## config.mk

```make
export PLATFORM = sky130hd
export DESIGN_NAME = dice_roll_ctrl
export DESIGN_NICKNAME = d
export VERILOG_FILES = /design/src/rtl/dice_pkg.sv /design/src/rtl/bin_to_bcd100.sv /design/src/rtl/dice_roll_ctrl.sv
export SDC_FILE = /design/constraint.sdc
export NUM_CORES = 1
export LEC_CHECK = 0
export CAP_MARGIN = 10
export CORE_MARGIN = 2
export CORE_UTILIZATION = 25
export DETAILED_ROUTE_END_ITERATION = 16
export GPL_TIMING_DRIVEN = 0
export PLACE_DENSITY = 0.39
export SYNTH_ARGS = -nofsm -noshare
export SYNTH_HDL_FRONTEND = slang
export SYNTH_HIERARCHICAL = 1
export SYNTH_SLANG_ARGS = --single-unit
```

## constraint.sdc

```tcl
create_clock -name Clk -period 5.5 [get_ports Clk]
set_clock_uncertainty 0.1 [all_clocks]
set_input_delay 0.825 -clock Clk [delete_from_list [all_inputs] [get_ports Clk]]
set_output_delay 0.825 -clock Clk [all_outputs]
set_load 0.1 [all_outputs]
```

## src/rtl/dice_pkg.sv

```systemverilog
// Shared definitions for the dice roll controller: die codes, face counts and FSM states.
package dice_pkg;

  localparam logic [2:0] DIE_D4     = 3'd0;
  localparam logic [2:0] DIE_D6     = 3'd1;
  localparam logic [2:0] DIE_D8     = 3'd2;
  localparam logic [2:0] DIE_D10    = 3'd3;
  localparam logic [2:0] DIE_D12    = 3'd4;
  localparam logic [2:0] DIE_D20    = 3'd5;
  localparam logic [2:0] DIE_D100   = 3'd6;
  localparam logic [2:0] DIE_D6_ALT = 3'd7;

  typedef enum logic [1:0] {
    IDLE    = 2'd0,
    ROLLING = 2'd1,
    HOLD    = 2'd2
  } state_t;

  // Number of faces for a die code; the spare code 7 behaves as a d6.
  function automatic logic [6:0] face_count(input logic [2:0] code);
    case (code)
      DIE_D4:              return 7'd4;
      DIE_D6, DIE_D6_ALT:  return 7'd6;
      DIE_D8:              return 7'd8;
      DIE_D10:             return 7'd10;
      DIE_D12:             return 7'd12;
      DIE_D20:             return 7'd20;
      DIE_D100:            return 7'd100;
      default:             return 7'd6;
    endcase
  endfunction

endpackage

```

## src/rtl/bin_to_bcd100.sv

```systemverilog
// Combinational 7-bit binary to three-digit BCD for values 0..100.
module bin_to_bcd100 (
  input  logic [6:0] bin,
  output logic [3:0] unit,
  output logic [3:0] diz,
  output logic [3:0] cent
);

  logic [6:0] rem;

  // Strip the hundreds digit (only ever 0 or 1), then split tens and units.
  always_comb begin
    if (bin >= 7'd100) begin
      cent = 4'd1;
      rem  = bin - 7'd100;
    end else begin
      cent = 4'd0;
      rem  = bin;
    end
    diz  = 4'(rem / 7'd10);
    unit = 4'(rem % 7'd10);
  end

endmodule

```

## src/rtl/dice_roll_ctrl.sv

```systemverilog
// Dice roll sequencer: press edge starts a timed rolling animation, then a
// final face 1..N is frozen and presented as binary and BCD.
module dice_roll_ctrl
  import dice_pkg::*;
#(
  parameter int ROLL_CYCLES = 50_000_000,
  parameter int ANIM_DIV    = 2_500_000
) (
  input  logic       Clk,
  input  logic       Rst,
  input  logic       Roll_Btn,
  input  logic [2:0] Dice_Sel,
  output logic [6:0] Value,
  output logic [3:0] Bcd_Unit,
  output logic [3:0] Bcd_Diz,
  output logic [3:0] Bcd_Cent,
  output logic       Rolling,
  output logic       Valid,
  output logic [7:0] Roll_Count
);

  localparam int TW = $clog2(ROLL_CYCLES);
  localparam int DW = (ANIM_DIV > 1) ? $clog2(ANIM_DIV) : 1;
  localparam logic [TW-1:0] TIMER_LAST = TW'(ROLL_CYCLES - 1);
  localparam logic [DW-1:0] DIV_LAST   = DW'(ANIM_DIV - 1);

  state_t        state, state_next;
  logic          btn_prev;
  logic          press;
  logic [2:0]    sel_lat, sel_lat_next;
  logic [6:0]    face, face_next, n_cur;
  logic [6:0]    value_next;
  logic [TW-1:0] timer, timer_next;
  logic [DW-1:0] divider, div_next;
  logic [7:0]    count_next;
  logic [3:0]    unit_next, diz_next, cent_next;

  assign press   = Roll_Btn & ~btn_prev;
  assign Rolling = (state == ROLLING);
  assign Valid   = (state == HOLD);

  // The die is frozen while rolling so a selector change cannot skew the result.
  assign n_cur     = (state == ROLLING) ? face_count(sel_lat) : face_count(Dice_Sel);
  assign face_next = (face >= n_cur) ? 7'd1 : face + 7'd1;

  // BCD is derived from the next Value so both registers always agree.
  bin_to_bcd100 u_bcd (
    .bin  (value_next),
    .unit (unit_next),
    .diz  (diz_next),
    .cent (cent_next)
  );

  // Next-state logic: press handling, animation refresh, final sample and HOLD exits.
  always_comb begin
    state_next   = state;
    value_next   = Value;
    sel_lat_next = sel_lat;
    timer_next   = timer;
    div_next     = divider;
    count_next   = Roll_Count;
    case (state)
      IDLE, HOLD: begin
        if (press) begin
          sel_lat_next = Dice_Sel;
          timer_next   = '0;
          div_next     = '0;
          state_next   = ROLLING;
        end else if (state == HOLD && Dice_Sel != sel_lat) begin
          value_next = 7'd0;
          state_next = IDLE;
        end
      end
      ROLLING: begin
        timer_next = timer + TW'(1);
        if (divider == DIV_LAST) begin
          value_next = face;
          div_next   = '0;
        end else begin
          div_next = divider + DW'(1);
        end
        if (timer == TIMER_LAST) begin
          value_next = face;
          count_next = Roll_Count + 8'd1;
          state_next = HOLD;
        end
      end
      default: state_next = IDLE;
    endcase
  end

  // State and output registers; reset abandons any roll in progress.
  always_ff @(posedge Clk) begin
    if (Rst) begin
      state      <= IDLE;
      btn_prev   <= 1'b0;
      sel_lat    <= 3'd0;
      face       <= 7'd1;
      timer      <= '0;
      divider    <= '0;
      Value      <= 7'd0;
      Bcd_Unit   <= 4'd0;
      Bcd_Diz    <= 4'd0;
      Bcd_Cent   <= 4'd0;
      Roll_Count <= 8'd0;
    end else begin
      state      <= state_next;
      btn_prev   <= Roll_Btn;
      sel_lat    <= sel_lat_next;
      face       <= face_next;
      timer      <= timer_next;
      divider    <= div_next;
      Value      <= value_next;
      Bcd_Unit   <= unit_next;
      Bcd_Diz    <= diz_next;
      Bcd_Cent   <= cent_next;
      Roll_Count <= count_next;
    end
  end

endmodule

```

==> metrics, run 1 <==
CP arrival 5.32 ns; Clk Tree Root Cell clkbuf_16; Post-Synth Adder-Cell Area 2.67%; drt wl/cell 16.0 um; Final min period between 5 and 6 ns; Die ar. 0.0218 sq mm; Max IR drop VDD 0.157 mV; Post-Route WL 15100 um; sequential fraction of the synthesis area between 30% and 40%; Fin. Hold Viols 0; Worst Tran Pin Value 1.00 ns; Post-CTS Hold Buffers 0; Crit. End Element flip-flop; drt drc 0; Ant. Diodes 0; max cap viols 0; post-route setup TNS 0 ns; Final setup viols 0; GRT overflow 0; required time worst endpoint 5.60 ns; Pre-antenna DRT Iters 4; Hold EP divider[4]; Async SR Flop Fraction 0%; hold depth 1; prevailing post-synth register cell dfxtp_1; die width 148 um; antenna violations before repair 0; Via density 5.05; Worst Path Buf+Inv 4; vias in the first global route 4458; RSZ-0062 raised after global routing false; leakage power 2.13 nW; gr usage total between 10 and 15%; Hold Path Class flip-flop to flip-flop; Compound-Gate Fraction of Synth Area 20.2%; #FFs+latches synth 93; Worst Path Max Fanout 10; simple-gate area share of the yosys netlist 29.4%; WS Path Type input pin to flip-flop; H-tree Lvls 3; Tcrit/Tclk final 94.9%; largest net degree at the start of global routing 16; RR Endpoint Bcd_Unit[1]; WHS 0.357 ns; IO Port Bufs 34; # clock sinks 93; DRT antenna net count 0; Crit-path slowest cell clkdlybuf4s50_1; R2R setup slack around 0.4 ns; layout cells sized above 1 11.1%; post-DP HPWL 11100 um; leading cell types in the layout, fill and taps excluded dfxtp_1 (93), nand2_1 (54), nor2_1 (49); Area growth syn-to-layout 20.5%; CP delay by family, top simple AND/OR/NAND/NOR gates; Die Y 148 um; global-route wire length before repair 24200 um; Row Count 52; Synthesis Warnings 6; CTS Buf Count 9; CTS tree done; initial core utilization about 25%; clk buf depth 2; clk slew on worst S/H paths 0.07 ns; HP Start divider[4]; status completed; post-synthesis mux area share 4.71%; crit path launch type input pin; Fmax 192 MHz; critical path, cell by cell clkdlybuf4s50_1 -> xor2_1 -> nor3_1 -> nand3b_1 -> o211ai_1 -> nand2_1 -> clkbuf_2 -> inv_1 -> ha_1 -> and3_1 -> a211oi_4 -> nor2_2 -> o21a_1 -> a211oi_2 -> inv_1 -> ha_1 -> and2_1 -> o311ai_1 -> o21ai_1 -> nor2b_1; most common cell after layout, fill and taps aside dfxtp_1; worst r2r path cells 19; Post-synth EDFFs 0; Rel. slew slack 32.8%; largest family of logic cells by synthesized area simple AND/OR/NAND/NOR gates; Cells after Synth 622; CP max stage delay 0.52 ns; Core Area 0.0202 sq mm; Synth Area per Inst 8.29 sq um; Nets 686; Initial DRC Count 220; FF-to-FF Start divider[0]; Placer Congestion between 0.8 and 0.9; via count about 4800; PwrDens 248 mW/mm^2; Max Slew Vio Count 0; Post-Synth XOR/XNOR Area ~2.4%; # IOs 35; Distinct cells, synth 74; Synth Cell Area 0.00515 sq mm; Worst-Skew Late Latency about 0.35 ns
-- metrics by stage --
stage	utilization, %	power [mW]	setup slack [ns]	cells	instance area, sq um
after detailed placement	28.9	0.867	-0.548	928	5840
after CTS	30.5	1.57	0.0193	943	6170
final	30.7	1.54	0.279	944	6210
after global placement	28.9	0.866	-0.479	928	5840
after floorplan	-	0.816	0.187	624	5160
after global routing	30.7	1.62	0.0133	944	6210
-- cell usage after synthesis, drive strengths merged, types with 5 or more instances --
library cell / instances / area (sq um)
mux2i: 13 / 130
nor4: 9 / 83.8
o211ai: 19 / 143
mux2: 10 / 113
nand3: 36 / 180
a41oi: 5 / 51.3
clkbuf: 21 / 81.3
and3: 8 / 50.1
and2: 10 / 62.6
o31ai: 5 / 37.5
xor2: 10 / 87.6
a31oi: 14 / 87.6
or3: 8 / 50.1
nor2b: 17 / 106
buf: 19 / 103
dfxtp: 93 / 1860
or2: 6 / 37.5
a21oi: 43 / 215
o21ai: 25 / 125
nand4: 16 / 100
and4: 8 / 70.1
inv: 13 / 48.8
nor3: 13 / 75.1
nor2: 50 / 190
nand2: 55 / 206
a311oi: 5 / 43.8
nand2b: 11 / 68.8
ha: 11 / 138
-- state kept, by name (all words and copies together), names as in the netlist, named ones only --
name,count
Bcd_Cent,4
Bcd_Diz,4
Bcd_Unit,4
Roll_Count,8
Value,7
btn_prev,1
divider,22
face,7
sel_lat,3
state,2
timer,26
-- worst max-delay path by stage --
stage | startpoint | end | slack, ns | depth (start not counted)
after detailed placement | Dice_Sel[2] | Bcd_Unit[1] | -0.55 | 20
after floorplan | state[1] | Bcd_Unit[1] | 0.19 | 18
final | Dice_Sel[2] | Bcd_Unit[1] | 0.28 | 20
after global routing | divider[0] | Bcd_Unit[1] | 0.01 | 20
after global placement | Dice_Sel[2] | Bcd_Unit[1] | -0.48 | 21
after CTS | divider[0] | Bcd_Unit[1] | 0.02 | 19
-- per-layer routing --
layer  up-vias  wire, um  global-route usage [%]
li1       2396         -                       -
met1      2274      7470                    19.3
met2        83      6990                    22.8
met3        16       448                    1.94
met4         0       227                    4.62
met5         -         0                       0
-- kinds of logic (layout without fill, tap and decap cells) --
logic type,count (synthesis),in the layout
AND/OR/NAND/NOR,273,273
flip-flops,93,93
AO/OA/AOI/OAI,154,154
buffers and inverters,53,103
other,1,3
adder cells (fa/ha/maj),11,11
multiplexers,23,23
XOR/XNOR,14,14
-- what timing repair did --
item	CTS	global route
gates resized for setup	2	7
buffers inserted	1	1
pin swaps	0	1
setup endpoints to repair	1	4
-- cell type report --
class	count	area [sq um]
Fill cell	2131	14000
Multi-Input combinational cell	478	3100
Sequential cell	93	1860
Timing Repair Buffer	36	355
Tap cell	270	338
Clock buffer	11	243
Buffer	38	178
Clock inverter	5	82.6
Inverter	13	48.8
-- report_power, final --
part | leakage [nW] | switching [mW] | internal, mW | total (mW)
clock | 0.160 | 0.278 | 0.413 | 0.691
combinational | 1.22 | 0.0935 | 0.0474 | 0.141
sequential | 0.752 | 0.0190 | 0.689 | 0.708
No activity file was read; power rests on OpenSTA's default activity.
==> run 2: changes to the inputs <==
Settings changed: GPL_ROUTABILITY_DRIVEN from default to 0.
==> results of run 2 <==
Same layout as run 1: the final DEF is identical, and so are final timing and power.
==> run 3: changes to the inputs <==
Settings changed: ABC_AREA from default to 0.
==> results of run 3 <==
Same layout as run 1: the final DEF is identical, and so are final timing and power.
